$ cat config.mk
export PLATFORM = sky130hd
export DESIGN_NAME = i2c_target
export DESIGN_NICKNAME = d
export VERILOG_FILES = /design/src/rtl/i2c_pkg.sv /design/src/rtl/i2c_line_sync.sv /design/src/rtl/i2c_target.sv
export SDC_FILE = /design/constraint.sdc
export NUM_CORES = 1
export LEC_CHECK = 0
export ABC_AREA = 1
export BUFFER_PORTS_ARGS = -buffer_cell sky130_fd_sc_hd__buf_4
export CAP_MARGIN = 20
export CORE_ASPECT_RATIO = 1.1
export CORE_MARGIN = 3
export CORE_UTILIZATION = 55
export CTS_BUF_LIST = sky130_fd_sc_hd__clkbuf_16
export DETAILED_ROUTE_END_ITERATION = 10
export PLACE_DENSITY = 0.84
export SETUP_SLACK_MARGIN = 0.15
export SYNTH_ARGS = -nofsm -noshare
export SYNTH_HDL_FRONTEND = slang
export SYNTH_HIERARCHICAL = 1
export SYNTH_SLANG_ARGS = --single-unit
export TNS_END_PERCENT = 10
$ cat constraint.sdc
create_clock -name clk -period 3.8 [get_ports clk]
set_input_delay 0 -clock clk [delete_from_list [all_inputs] [get_ports clk]]
set_output_delay 0 -clock clk [all_outputs]
set_load 0.02 [all_outputs]
$ cat src/rtl/i2c_pkg.sv
// Shared encodings for the I2C register target: FSM states, ACK/NACK levels
// and the default 7-bit device address.
package i2c_pkg;

   typedef enum logic [3:0] {
      IDLE,
      ADDR,
      ADDR_ACK,
      PTR,
      PTR_ACK,
      WDATA,
      WDATA_ACK,
      RDATA,
      RACK
   } state_t;

   localparam logic       ACK              = 1'b0;
   localparam logic       NACK             = 1'b1;
   localparam logic [6:0] DEFAULT_DEV_ADDR = 7'h53;

endpackage

$ cat src/rtl/i2c_line_sync.sv
// Two-flop synchroniser plus history flop for SCL/SDA, with edge and
// START/STOP detection on the synchronised lines.
module i2c_line_sync (
   input  logic clk,
   input  logic reset,
   input  logic scl_in,
   input  logic sda_in,
   output logic scl_rise,
   output logic scl_fall,
   output logic start,
   output logic stop,
   output logic sda_s
);

   // [0],[1] synchronise, [2] holds the previous synchronised level.
   logic [2:0] scl_q;
   logic [2:0] sda_q;

   // NOTE: sequential state is assigned with <= so every flop samples the pre-edge values.
   always_ff @(posedge clk or posedge reset) begin
      if (reset) begin
         scl_q <= '1;
         sda_q <= '1;
      end else begin
         scl_q <= {scl_q[1:0], scl_in};
         sda_q <= {sda_q[1:0], sda_in};
      end
   end

   assign scl_rise = scl_q[1] & ~scl_q[2];
   assign scl_fall = ~scl_q[1] & scl_q[2];
   assign start    = scl_q[1] & scl_q[2] & ~sda_q[1] & sda_q[2];
   assign stop     = scl_q[1] & scl_q[2] & sda_q[1] & ~sda_q[2];
   assign sda_s    = sda_q[1];

endmodule

$ cat src/rtl/i2c_target.sv
// I2C register target: a write loads the register pointer then streams bytes
// out on reg_we; a read streams reg_rdata with pointer auto-increment.
module i2c_target
   import i2c_pkg::*;
#(
   parameter logic [6:0] DEV_ADDR = DEFAULT_DEV_ADDR
) (
   input  logic       clk,
   input  logic       reset,
   input  logic       scl_in,
   input  logic       sda_in,
   output logic       sda_oe,
   output logic [7:0] reg_addr,
   output logic [7:0] reg_wdata,
   output logic       reg_we,
   input  logic [7:0] reg_rdata,
   output logic       busy
);

   logic       scl_rise, scl_fall, start, stop, sda_s;
   state_t     state, next_state;
   logic [3:0] bit_cnt, bit_cnt_d;
   logic [6:0] shift_q, shift_d;
   logic [6:0] tx_q, tx_d;
   logic [7:0] reg_addr_d, reg_wdata_d;
   logic       sda_oe_d, reg_we_d, busy_d;
   logic [7:0] rx_byte;
   logic       last_bit;

   i2c_line_sync u_line_sync (
      .clk      (clk),
      .reset    (reset),
      .scl_in   (scl_in),
      .sda_in   (sda_in),
      .scl_rise (scl_rise),
      .scl_fall (scl_fall),
      .start    (start),
      .stop     (stop),
      .sda_s    (sda_s)
   );

   assign rx_byte  = {shift_q, sda_s};
   assign last_bit = (bit_cnt == 4'd7);

   always_ff @(posedge clk or posedge reset) begin
      if (reset) state <= IDLE;
      else       state <= next_state;
   end

   always_comb begin
      // NOTE: every always_comb output gets a default first, so no path infers a latch.
      next_state = state;
      if (start) begin
         next_state = ADDR;
      end else if (stop) begin
         next_state = IDLE;
      end else begin
         case (state)
            ADDR:      if (scl_rise && last_bit)
                          next_state = (rx_byte[7:1] == DEV_ADDR) ? ADDR_ACK : IDLE;
            PTR:       if (scl_rise && last_bit) next_state = PTR_ACK;
            WDATA:     if (scl_rise && last_bit) next_state = WDATA_ACK;
            ADDR_ACK:  if (scl_fall && sda_oe) next_state = shift_q[0] ? RDATA : PTR;
            PTR_ACK,
            WDATA_ACK: if (scl_fall && sda_oe) next_state = WDATA;
            RDATA:     if (scl_fall && bit_cnt == 4'd8) next_state = RACK;
            RACK:      if (scl_rise && sda_s == NACK) next_state = IDLE;
                       else if (scl_fall)             next_state = RDATA;
            default:   next_state = state;
         endcase
      end
   end

   always_comb begin
      sda_oe_d    = sda_oe;
      bit_cnt_d   = bit_cnt;
      shift_d     = shift_q;
      tx_d        = tx_q;
      reg_addr_d  = reg_addr;
      reg_wdata_d = reg_wdata;
      reg_we_d    = 1'b0;
      busy_d      = busy;
      if (start) begin
         sda_oe_d  = 1'b0;
         bit_cnt_d = '0;
      end else if (stop) begin
         sda_oe_d  = 1'b0;
         bit_cnt_d = '0;
         busy_d    = 1'b0;
      end else begin
         case (state)
            ADDR, PTR, WDATA: if (scl_rise) begin
               shift_d   = rx_byte[6:0];
               bit_cnt_d = bit_cnt + 4'd1;
               if (last_bit) begin
                  bit_cnt_d = '0;
                  if (state == ADDR)     busy_d = (rx_byte[7:1] == DEV_ADDR);
                  else if (state == PTR) reg_addr_d = rx_byte;
                  else begin
                     reg_wdata_d = rx_byte;
                     reg_we_d    = 1'b1;
                  end
               end
            end
            // First fall drives the ACK, the second one releases it.
            ADDR_ACK, PTR_ACK, WDATA_ACK: if (scl_fall) begin
               sda_oe_d = ~sda_oe;
               if (sda_oe) begin
                  if (state == WDATA_ACK) reg_addr_d = reg_addr + 8'd1;
                  if (state == ADDR_ACK && shift_q[0]) begin
                     sda_oe_d = ~reg_rdata[7];
                     tx_d     = reg_rdata[6:0];
                  end
               end
            end
            RDATA: if (scl_rise) begin
               bit_cnt_d = bit_cnt + 4'd1;
            end else if (scl_fall) begin
               if (bit_cnt == 4'd8) begin
                  sda_oe_d  = 1'b0;
                  bit_cnt_d = '0;
               end else begin
                  sda_oe_d = ~tx_q[6];
                  tx_d     = {tx_q[5:0], 1'b0};
               end
            end
            RACK: if (scl_rise) begin
               if (sda_s == ACK) reg_addr_d = reg_addr + 8'd1;
               else              busy_d     = 1'b0;
            end else if (scl_fall) begin
               sda_oe_d = ~reg_rdata[7];
               tx_d     = reg_rdata[6:0];
            end
            default: ;
         endcase
      end
   end

   always_ff @(posedge clk or posedge reset) begin
      if (reset) begin
         sda_oe    <= 1'b0;
         bit_cnt   <= '0;
         shift_q   <= '0;
         tx_q      <= '0;
         reg_addr  <= '0;
         reg_wdata <= '0;
         reg_we    <= 1'b0;
         busy      <= 1'b0;
      end else begin
         sda_oe    <= sda_oe_d;
         bit_cnt   <= bit_cnt_d;
         shift_q   <= shift_d;
         tx_q      <= tx_d;
         reg_addr  <= reg_addr_d;
         reg_wdata <= reg_wdata_d;
         reg_we    <= reg_we_d;
         busy      <= busy_d;
      end
   end

endmodule

==> results of run 1 <==
==> cells by family after synthesis <==
logic type / synth area share [%]
compound gates: 11.4
xor+xnor: 1.59
fa+ha+maj: 1.36
buf+inv: 8.02
flops: 42.9
simple gates: 34.8
==> worst reg2reg max path, delay by kind of cell, from the launching register on <==
family	cells	cell delay (ns)
DFF	1	0.55
and+or+nand+nor	5	1.05
AOI/OAI and AO/OA	2	0.28
buffers and inverters	2	0.16
==> cell type report <==
type | instances | area [um2] | area share, %
Clock inverter | 3 | 38.8 | 1.21
Inverter | 40 | 150 | 4.69
Timing Repair Buffer | 36 | 280 | 8.75
Clock buffer | 5 | 125 | 3.90
Sequential cell | 47 | 1180 | 36.9
Multi-Input combinational cell | 268 | 1360 | 42.3
Tap cell | 56 | 70.1 | 2.19
==> registers in the layout (all words and copies together), names as in the netlist <==
| name | cells |
|---|---|
| state | 4 |
| reg_wdata | 8 |
| tx_q | 7 |
| u_line_sync/sda_q | 3 |
| busy | 1 |
| reg_addr | 8 |
| shift_q | 7 |
| u_line_sync/scl_q | 3 |
| reg_we | 1 |
| sda_oe | 1 |
| bit_cnt | 4 |
==> metal layers <==
layer	track usage [%]	up-vias
met5	0	-
met1	27.3	1099
met2	38.3	62
met4	5.62	0
met3	3.38	10
li1	-	1226
==> worst max-delay path by stage <==
| stage | from | endpoint | slack (ns) | cells past startpoint |
|---|---|---|---|---|
| 2_1_floorplan | u_line_sync/sda_q[1] | tx_q[0] | 2.11 | 10 |
| 3_3_place_gp | u_line_sync/scl_q[1] | reg_addr[6] | 1.84 | 9 |
| 3_5_place_dp | u_line_sync/scl_q[1] | reg_addr[5] | 1.73 | 9 |
| 4_1_cts | u_line_sync/scl_q[1] | tx_q[0] | 1.72 | 8 |
| 5_1_grt | u_line_sync/scl_q[1] | reg_addr[5] | 1.53 | 9 |
| 6_report | u_line_sync/scl_q[1] | reg_addr[2] | 1.63 | 9 |
==> repair_timing <==
action	in CTS	in global routing
hold endpoints to repair	50	0
gates resized for setup	0	0
hold buffers	4	0
==> cells in the mapped netlist, types with 4 or more instances <==
| cell type | count |
|---|---|
| nand3_1 | 33 |
| inv_1 | 34 |
| nand2_2 | 4 |
| dfstp_2 | 6 |
| o21ai_0 | 23 |
| nor2_1 | 25 |
| nor3_1 | 5 |
| nand4_1 | 7 |
| nor2_4 | 6 |
| o21ai_2 | 14 |
| dfrtp_1 | 41 |
| buf_6 | 4 |
| nand2_1 | 121 |
| inv_2 | 6 |
| a21oi_1 | 5 |
| xor2_1 | 4 |
==> through the flow <==
step | area (um2) | setup slack, ns | utilization, % | std cells
after detailed placement | 3000 | 1.73 | 63.2 | 443
after CTS | 3200 | 1.72 | 67.5 | 455
after global routing | 3200 | 1.53 | 67.5 | 455
after floorplan | 2760 | 2.11 | - | 364
after global placement | 3000 | 1.84 | 63.2 | 443
final | 3200 | 1.63 | 67.5 | 455
==> power groups by stage <==
stage / Combinational (W) / Clock (W) / Sequential (W)
after floorplan: 0.000127 / 0 / 0.000595
final: 0.000200 / 0.000491 / 0.000581
after CTS: 0.000202 / 0.000499 / 0.000581
after global placement: 0.000190 / 0 / 0.000589
after detailed placement: 0.000195 / 0 / 0.000591
after global routing: 0.000226 / 0.000517 / 0.000586
==> out/results.tsv, run 1 <==
stage	metric	value	unit
outcome	status	finished, final reports clean	
clock_tree	clockBufferDepth	2	
setup_path	required	3.97	ns
setup_path	critPathBufInv	2	
timing	fin_crit_sh	57.0	%
grt	grt_pass1_wl	10.2	mm
clock_tree	insertion_delay	0.29	ns
setup_path	r2r_slack	1.63	ns
synth	ys.flop_type	dfrtp_1	
clock_tree	clockRootBuffer	clkbuf_16	
grt	grt_max_degree	42	
floorplan	dieArea	5910	um2
finish	drive_above_1_share	21.3	%
finish	nets	413	
clock_tree	postCtsSetupBuffers	0	
synth	ys_seq_area_share	42.9	%
synth	yosysWarnings	6	
timing	period_minus_slack	2.17	ns
clock_tree	h-tree-depth	2	
timing	finClkSkew	0.00205	ns
detailed_routing	via_count	2397	
setup_path	r2r_end	reg_addr[2]	
grt	grt.overflow.total	0	
pwr	p_seq_share	45.7	%
pwr	power.share.switching	27.5	%
finish	diodes	0	
detailed_routing	wl_met2	3.06	mm
synth	synth_edf_count	0	
setup_path	startpoint_type	flip-flop	
timing	whs	0.0363	ns
detailed_routing	drt-initial-drc-count	218	
floorplan	die_w	73.6	um
synth	synth-seq-cells	47	
timing	slew_headroom	52.2	%
worst_hold_path	min_to	tx_q[3]	
pwr	p_sw	0.000349	W
grt	grt_pass1_vias	2312	
synth	syn_area_per_cell	7.59	um2
detailed_routing	met1_length	2.54	mm
pwr	pwr-share-clk	38.6	%
timing	tightestPinTransition	0.714	ns
finish	nFillCells	409	
synth	syn_inst	364	
pwr	ir_drop	295	uV
detailed_routing	drc	0	
detailed_routing	dr.pass1.iters	4	
floorplan	start_util	58.1	%
synth	mappedNetlistArea	2760	um2
timing	setup_violations	0	
timing	tns	0	ns
setup_path	max_stage_delay	0.55	ns
synth	synthArstFlopShare	100	%
setup_path	crit_family	simple AND/OR/NAND/NOR gates	
job	drv_cap	0	
synth	synth_fp_nets	379	
setup_path	slowest_stage	dfstp_2	
detailed_routing	routedWlPerCell	13.0	um
timing	hold_violations	0	
floorplan	core	4750	um2
detailed_routing	drt_wl_total	5.93	mm
clock_tree	clock_sinks	47	
clock_tree	tritoncts	yes	
clock_tree	clk_pin_slew	0.06	ns
worst_hold_path	min_from	reg_rdata[3]	
worst_hold_path	worstHoldPathCells	5	
grt	grtUsageTotal	21.7	%
pwr	total_power	0.00127	W
synth	synth_cell_type_count	32	
floorplan	num_rows	26	
timing	slew_viol_final	0	
setup_path	timing.critical_path.arrival	2.34	ns
place	numPortBuffers	30	
finish	mostFrequentLayoutCells	nand2_1 (121), dfrtp_1 (41), inv_1 (34)	
setup_path	critPathKind	flip-flop to flip-flop	
setup_path	r2r_cells	9	
detailed_routing	routed.top_layer	met4	
floorplan	die_y	80.3	um
setup_path	crit_fanout	14	
synth	synth_area_leaders	dfrtp_1 (37%), nand2_1 (16%), nand3_1 (6.0%), dfstp_2 (5.7%), inv_1 (4.6%)	
pwr	intPower	0.000923	W
worst_hold_path	hp-class	input port to flip-flop	
timing	rsz0062_at_grt	false	
pwr	p_comb_share	15.7	%
setup_path	cp-end-kind	flip-flop	
setup_path	cp_cell_sequence	inv_1 > nor2_1 > inv_2 > o21ai_0 > nand3_1 > nor2_4 > nand2_4 > nand2_1 > o21ai_2	
place	gp_routability_congestion	0.945	
floorplan	io_pins	31	
detailed_routing	dr_wl_met3	260	um
setup_path	reg2reg_from	u_line_sync/scl_q[1]	
place	dp_hpwl	4.26	mm
finish	final_common_cell	nand2_1	
pwr	power_density	397	nW/um2
finish	syn2layout_area_growth	16.0	%
timing	timing.fmax	462	MHz
grt	antenna_found_initial	0	
detailed_routing	vias_per_cell	5.27	
synth	synth.top_cell.area_share	37.2	%
detailed_routing	antenna_left	0	
clock_tree	cts_made_buffers	5	
synth	synth_top_cell_by_area	dfrtp_1	
pwr	p_leak	1.65	nW
Note: power is estimated with default switching activity, not from simulation.
==> run 2, diff against run 1 <==
==> constraint.sdc (replaced) <==
create_clock -name clk -period 2.3 [get_ports clk]
set_input_delay 0 -clock clk [delete_from_list [all_inputs] [get_ports clk]]
set_output_delay 0 -clock clk [all_outputs]
set_load 0.02 [all_outputs]
==> run 2 against run 1 <==
Effect of this change:
- power is 60% higher
- routed wire length is 2.0% higher
- sequential power is 65% higher
- setup slack worse by 1.2 ns
- register-to-register slack worse by 1.2 ns
- via count is 3.7% higher
- global-route usage is 0.46 points higher
==> out/results.tsv, run 2 (synthesized netlist as in run 1, its figures left out) <==
stage	metric	value	unit	change
setup_path	r2r_slack	0.39	ns	-1.24 ns
place	dp_hpwl	4.40	mm	+3.4%
floorplan	io_pins	31		unchanged
setup_path	r2r_end	reg_addr[2]		
setup_path	startpoint_type	flip-flop		
floorplan	start_util	58.1	%	unchanged
clock_tree	clockRootBuffer	clkbuf_16		
pwr	power.share.switching	29.5	%	+2.1 points
floorplan	core	4750	um2	unchanged
place	gp_routability_congestion	0.894		-5.3%
setup_path	timing.critical_path.arrival	2.08	ns	-0.26 ns
timing	setup_violations	0		unchanged
timing	slew_headroom	65.5	%	+13 points
clock_tree	h-tree-depth	2		unchanged
finish	reg.largest.list	reg_addr (8), reg_wdata (8)		
setup_path	r2r_cells	10		+1
grt	grtUsageTotal	22.2	%	+0.46 points
setup_path	reg2reg_from	u_line_sync/scl_q[1]		
grt	grt_max_degree	42		unchanged
pwr	p_comb_share	16.5	%	+0.8 points
timing	finClkSkew	0.00549	ns	+0.00344 ns
finish	final_common_cell	nand2_1		
setup_path	crit_fanout	14		unchanged
finish	post-route-util	68.4	%	+0.95 points
pwr	intPower	0.00144	W	+56%
grt	grt_pass1_vias	2365		+2.3%
finish	mostFrequentLayoutCells	nand2_1 (121), dfrtp_1 (41), buf_4 (39)		
pwr	pwr-share-clk	36.4	%	-2.2 points
pwr	ir_drop	520	uV	+76%
worst_hold_path	min_to	tx_q[2]		
timing	hold_violations	0		unchanged
pwr	p_leak	1.68	nW	+1.7%
timing	rsz0062_at_grt	true		
pwr	power_density	627	nW/um2	+58%
clock_tree	tritoncts	yes		
detailed_routing	drt-initial-drc-count	122		-44%
worst_hold_path	hp-class	input port to flip-flop		
finish	nFillCells	384		-6.1%
detailed_routing	routedWlPerCell	13.1	um	+0.43%
job	drv_cap	0		unchanged
grt	grt.overflow.total	0		unchanged
timing	tns	0	ns	unchanged
detailed_routing	dr.pass1.iters	5		+1
finish	nets	420		+1.7%
floorplan	num_rows	26		unchanged
clock_tree	insertion_delay	0.29	ns	about the same
floorplan	dieArea	5910	um2	unchanged
timing	timing.fmax	525	MHz	+14%
setup_path	required	2.47	ns	-1.50 ns
outcome	status	finished, final reports clean		
detailed_routing	via_count	2486		+3.7%
worst_hold_path	min_from	reg_rdata[2]		
timing	period_minus_slack	1.91	ns	-0.259 ns
finish	drive_above_1_share	23.2	%	+1.8 points
clock_tree	cts_made_buffers	5		unchanged
pwr	p_seq_share	47.1	%	+1.4 points
timing	slew_viol_final	0		unchanged
worst_hold_path	worstHoldPathCells	5		unchanged
place	place_area	3050	um2	+1.8%
timing	tightestPinTransition	0.518	ns	-0.196 ns
setup_path	cp-end-kind	flip-flop		
detailed_routing	drc	0		unchanged
place	numPortBuffers	30		unchanged
grt	antenna_found_initial	0		unchanged
clock_tree	clk_pin_slew	0.07	ns	about the same
finish	diodes	0		unchanged
setup_path	critPathKind	flip-flop to flip-flop		
detailed_routing	drt_wl_total	6.05	mm	+2.0%
place	dp_slack	0.367	ns	-1.36 ns
floorplan	die_w	73.6	um	unchanged
timing	setup_slack	0.394	ns	-1.24 ns
detailed_routing	vias_per_cell	5.38		+2.1%
clock_tree	clock_sinks	47		unchanged
grt	grt_pass1_wl	10.4	mm	+2.1%
finish	final_cell_area	3250	um2	+1.4%
timing	fin_crit_sh	82.9	%	+26 points
detailed_routing	antenna_left	0		unchanged
clock_tree	clockBufferDepth	2		unchanged
pwr	p_sw	0.000602	W	+72%
floorplan	die_y	80.3	um	unchanged
finish	syn2layout_area_growth	17.7	%	
==> run 2: changes by cell type in the layout (fill, tap and decap cells not counted) <==
cell	previous run	this run
buf_4	32	39
clkinv_2	1	0
inv_6	0	3
bufinv_16	1	0
nand3_1	33	32
clkinv_1	1	0
nand3_2	2	3
==> run 2: worst max-delay path by stage <==
stage               slack (ns)            startpoint     endpoint
floorplan                 0.61  u_line_sync/sda_q[1]      tx_q[0]
global placement          0.48  u_line_sync/scl_q[1]  reg_addr[5]
detailed placement        0.37  u_line_sync/sda_q[1]   shift_q[5]
CTS                       0.34  u_line_sync/sda_q[1]   shift_q[5]
global route              0.13  u_line_sync/scl_q[1]  reg_addr[5]
finish                    0.39  u_line_sync/scl_q[1]  reg_addr[2]
==> run 2: worst max-delay path, cell delays in order (launching register included) <==
cell     delay (ns)
dfstp_2        0.55
inv_1          0.04
nor2_1         0.14
buf_4          0.17
inv_2          0.06
o21ai_0        0.18
nand3_1        0.16
nor2_4         0.18
nand2_4        0.13
nand2_1        0.11
o21ai_2        0.06
==> run 2: power by group through the flow <==
| stage | Clock (W) | Combinational (W) | Sequential, W |
|---|---|---|---|
| after floorplan | 0 | 0.000210 | 0.000982 |
| after global placement | 0 | 0.000317 | 0.000973 |
| after detailed placement | 0 | 0.000329 | 0.000975 |
| after CTS | 0.000750 | 0.000339 | 0.000960 |
| after global routing | 0.000783 | 0.000384 | 0.000971 |
| final | 0.000743 | 0.000337 | 0.000959 |
==> run 2: routing by layer <==
layer / routed length [um] / GRT usage [%] / vias to the layer above
met2: 3150 / 38.7 / 62
met3: 269 / 3.88 / 8
li1: - / - / 1254
met5: 0 / 0 / -
met4: 76 / 7.25 / 0
met1: 2550 / 27.3 / 1162
==> run 2: stage by stage <==
| step | instances | power [W] | hold WS (ns) |
|---|---|---|---|
| after floorplan | 364 | 0.00119 | -0.000977 |
| after global placement | 450 | 0.00129 | 0.110 |
| after detailed placement | 450 | 0.00130 | 0.110 |
| after CTS | 462 | 0.00205 | 0.0407 |
| after global routing | 462 | 0.00214 | 0.0699 |
| final | 462 | 0.00204 | 0.0363 |
==> run 2: repair_timing <==
| item | in CTS | in global routing |
|---|---|---|
| setup buffers | 0 | 0 |
| gates resized for setup | 0 | 1 |
| hold buffers | 4 | 0 |
| setup endpoints to repair | 0 | 7 |
| endpoints found under the hold margin | 50 | 0 |
==> run 2: cell type report <==
class	instances	area, um2	share of cell area [%]
Clock buffer	5	125	3.85
Multi-Input combinational cell	268	1360	41.9
Sequential cell	47	1180	36.4
Tap cell	56	70.1	2.16
Inverter	40	150	4.62
Timing Repair Buffer	43	333	10.2
Clock inverter	3	26.3	0.809
==> run 3, diff against run 2 <==
--- a/config.mk
+++ b/config.mk
@@ -10,7 +10,7 @@
 export CAP_MARGIN = 20
 export CORE_ASPECT_RATIO = 1.1
 export CORE_MARGIN = 3
-export CORE_UTILIZATION = 55
+export CORE_UTILIZATION = 53
 export CTS_BUF_LIST = sky130_fd_sc_hd__clkbuf_16
 export DETAILED_ROUTE_END_ITERATION = 10
 export PLACE_DENSITY = 0.84
==> constraint.sdc (replaced) <==
create_clock -name clk -period 1.7 [get_ports clk]
set_input_delay 0 -clock clk [delete_from_list [all_inputs] [get_ports clk]]
set_output_delay 0 -clock clk [all_outputs]
set_load 0.02 [all_outputs]
==> run 3 against run 2 <==
Effect of this change:
- the run now ends with negative setup slack left
- hold slack improved by 0.0023 ns
- clock power increased by 48%
- global-route usage increased by 3.1 points
==> out/results.tsv, run 3 (synthesized netlist as in run 1, its figures left out) <==
stage	metric	value	unit	change
place	numPortBuffers	30		unchanged
timing	finClkSkew	0.00391	ns	-0.00157 ns
setup_path	reg2reg_from	state[1]		
finish	final_cell_area	3580	um2	+10%
floorplan	die_y	81.7	um	+1.7%
detailed_routing	routedWlPerCell	15.7	um	+20%
clock_tree	clockRootBuffer	clkbuf_16		
setup_path	cp_common_cell	nand2_1		
worst_hold_path	hp-class	input port to flip-flop		
timing	setup_violations	12		+12
pwr	power_density	832	nW/um2	+33%
timing	timing.fmax	566	MHz	+7.8%
clock_tree	cts_made_buffers	5		unchanged
setup_path	critPathKind	flip-flop to flip-flop		
setup_path	timing.critical_path.arrival	1.95	ns	-0.13 ns
timing	fin_crit_sh	104	%	+21 points
timing	period_minus_slack	1.77	ns	-0.137 ns
setup_path	required	1.88	ns	-0.59 ns
floorplan	dieArea	6110	um2	+3.5%
finish	diodes	0		unchanged
pwr	ir_drop	689	uV	+32%
setup_path	max_stage_delay	0.46	ns	-0.09 ns
detailed_routing	antenna_left	0		unchanged
finish	multi_input_area	1490	um2	+9.6%
job	drv_cap	0		unchanged
grt	grt_pass1_wl	11.8	mm	+14%
setup_path	r2r_end	state[0]		
finish	syn2layout_area_growth	29.8	%	
outcome	violations	negative setup slack		
detailed_routing	drt_wl_total	7.60	mm	+26%
setup_path	startpoint_type	flip-flop		
detailed_routing	drt-initial-drc-count	190		+56%
finish	nets	442		+5.2%
floorplan	start_util	57.0	%	-1.2 points
timing	setup_slack	-0.0683	ns	-0.463 ns
grt	grtUsageTotal	25.3	%	+3.1 points
grt	grt_pass1_vias	2590		+9.5%
finish	nFillCells	338		-12%
detailed_routing	drc	0		unchanged
floorplan	core	4850	um2	+2.1%
outcome	status	finished with violations		
setup_path	r2r_slack	-0.07	ns	-0.46 ns
pwr	p_leak	1.83	nW	+8.6%
setup_path	crit_path_end	state[0]		
floorplan	die_w	74.8	um	+1.7%
setup_path	crit_start	state[1]		
grt	grt_max_degree	42		unchanged
finish	layoutNonFillerInstCount	484		+4.8%
clock_tree	clk_pin_slew	0.06	ns	about the same
worst_hold_path	worstHoldPathCells	5		unchanged
floorplan	num_rows	26		unchanged
finish	mostFrequentLayoutCells	nand2_1 (108), buf_4 (56), dfrtp_1 (39)		
timing	rsz0062_at_grt	true		
finish	drive_above_1_share	33.6	%	+10 points
timing	hold_violations	0		unchanged
detailed_routing	dr.pass1.iters	7		+2
place	gp_routability_congestion	1.00		+12%
place	dp.cells	462		+2.7%
clock_tree	tritoncts	yes		
place	place_area	3170	um2	+3.8%
setup_path	cp-end-kind	flip-flop		
detailed_routing	vias_per_cell	5.71		+6.1%
clock_tree	clock_sinks	47		unchanged
finish	final-seq-area	1190	um2	+0.21%
grt	grt.overflow.total	0		unchanged
place	dp_hpwl	4.72	mm	+7.3%
setup_path	slowest_stage	dfrtp_2		
timing	tns	-0.358	ns	-0.358 ns
finish	reg.largest.list	reg_addr (8), reg_wdata (8)		
timing	tightestPinTransition	0.518	ns	-0.000264 ns
place	dp_slack	-0.0749	ns	-0.442 ns
clock_tree	h-tree-depth	2		unchanged
timing	slew_headroom	65.5	%	about the same
floorplan	io_pins	31		unchanged
finish	post-route-util	73.9	%	+5.5 points
setup_path	cp_cell_sequence	nand2_1 > inv_1 > nand2_2 > nand2_1 > nor2_4 > nand2_1 > nand3_2 > nand2_1 > nand2_1 > nand2_1		
finish	final_common_cell	nand2_1		
clock_tree	clockBufferDepth	2		unchanged
setup_path	r2r_cells	10		unchanged
clock_tree	insertion_delay	0.29	ns	about the same
timing	slew_viol_final	0		unchanged
setup_path	crit_fanout	6		-8
detailed_routing	via_count	2763		+11%
grt	antenna_found_initial	0		unchanged
## run 3: changes by cell type in the layout (fill, tap and decap cells not counted), moves of 3 or more
cell / previous run / this run
buf_4: 39 / 56
nand2_1: 121 / 108
nand2_2: 4 / 16
nor2_1: 25 / 17
nor2_2: 2 / 7
buf_6: 0 / 3
nor2_4: 6 / 9
o21ai_0: 23 / 20
## run 3: what timing repair did
action                                  CTS  global route
gates resized for setup                   9            33
hold buffers                              4             0
buffers inserted                          7             2
cloned                                    1             0
endpoints found under the setup margin   40            40
hold endpoints to repair                 50             0
pin swaps                                 6            15
## run 3: power by group
part | leakage, nW | internal, W | total [W] | switching (W)
clock network | 0.0812 | 0.000686 | 0.00110 | 0.000411
logic | 1.15 | 0.000235 | 0.000578 | 0.000343
registers | 0.592 | 0.00121 | 0.00131 | 0.000100
## run 3: final cells by class
class / count / share of cell area [%]
timing repair buffer: 64 / 14.4
multi-input combinational: 269 / 41.6
inverter: 40 / 4.40
sequential: 47 / 33.1
clock buffer: 5 / 3.49
tap: 56 / 1.96
clock inverter: 3 / 1.08
## run 3: layer usage
| metal | part of all wire, % | vias up | GRT usage, % | routed length (um) |
|---|---|---|---|---|
| li1 | - | 1289 | - | - |
| met1 | 38 | 1311 | 28.9 | 2900 |
| met2 | 52 | 125 | 44.5 | 3960 |
| met5 | 0 | - | 0 | 0 |
| met4 | 4.4 | 0 | 12.3 | 335 |
| met3 | 5.3 | 38 | 4.65 | 403 |
## run 3: metrics by stage
step                hold WS [ns]  power [W]
detailed placement         0.110    0.00180
floorplan              -0.000977    0.00162
CTS                       0.0423    0.00294
finish                    0.0386    0.00298
global route              0.0650    0.00312
global placement           0.109    0.00179
## run 3: worst min path at each step
stage / startpoint / endpoint / slack, ns
after global placement: scl_in / u_line_sync/scl_q[0] / 0.11
after CTS: reg_rdata[6] / tx_q[6] / 0.04
after global routing: reg_rdata[5] / tx_q[5] / 0.06
after floorplan: reset / u_line_sync/scl_q[0] / -0.001
final: reg_rdata[3] / tx_q[3] / 0.04
after detailed placement: sda_in / u_line_sync/sda_q[0] / 0.11
## run 3: worst max-delay path: cells and delay by family (launching register included)
family,cells,cell delay (ns)
simple gates,9,1.14
flops,1,0.46
buf+inv,1,0.09
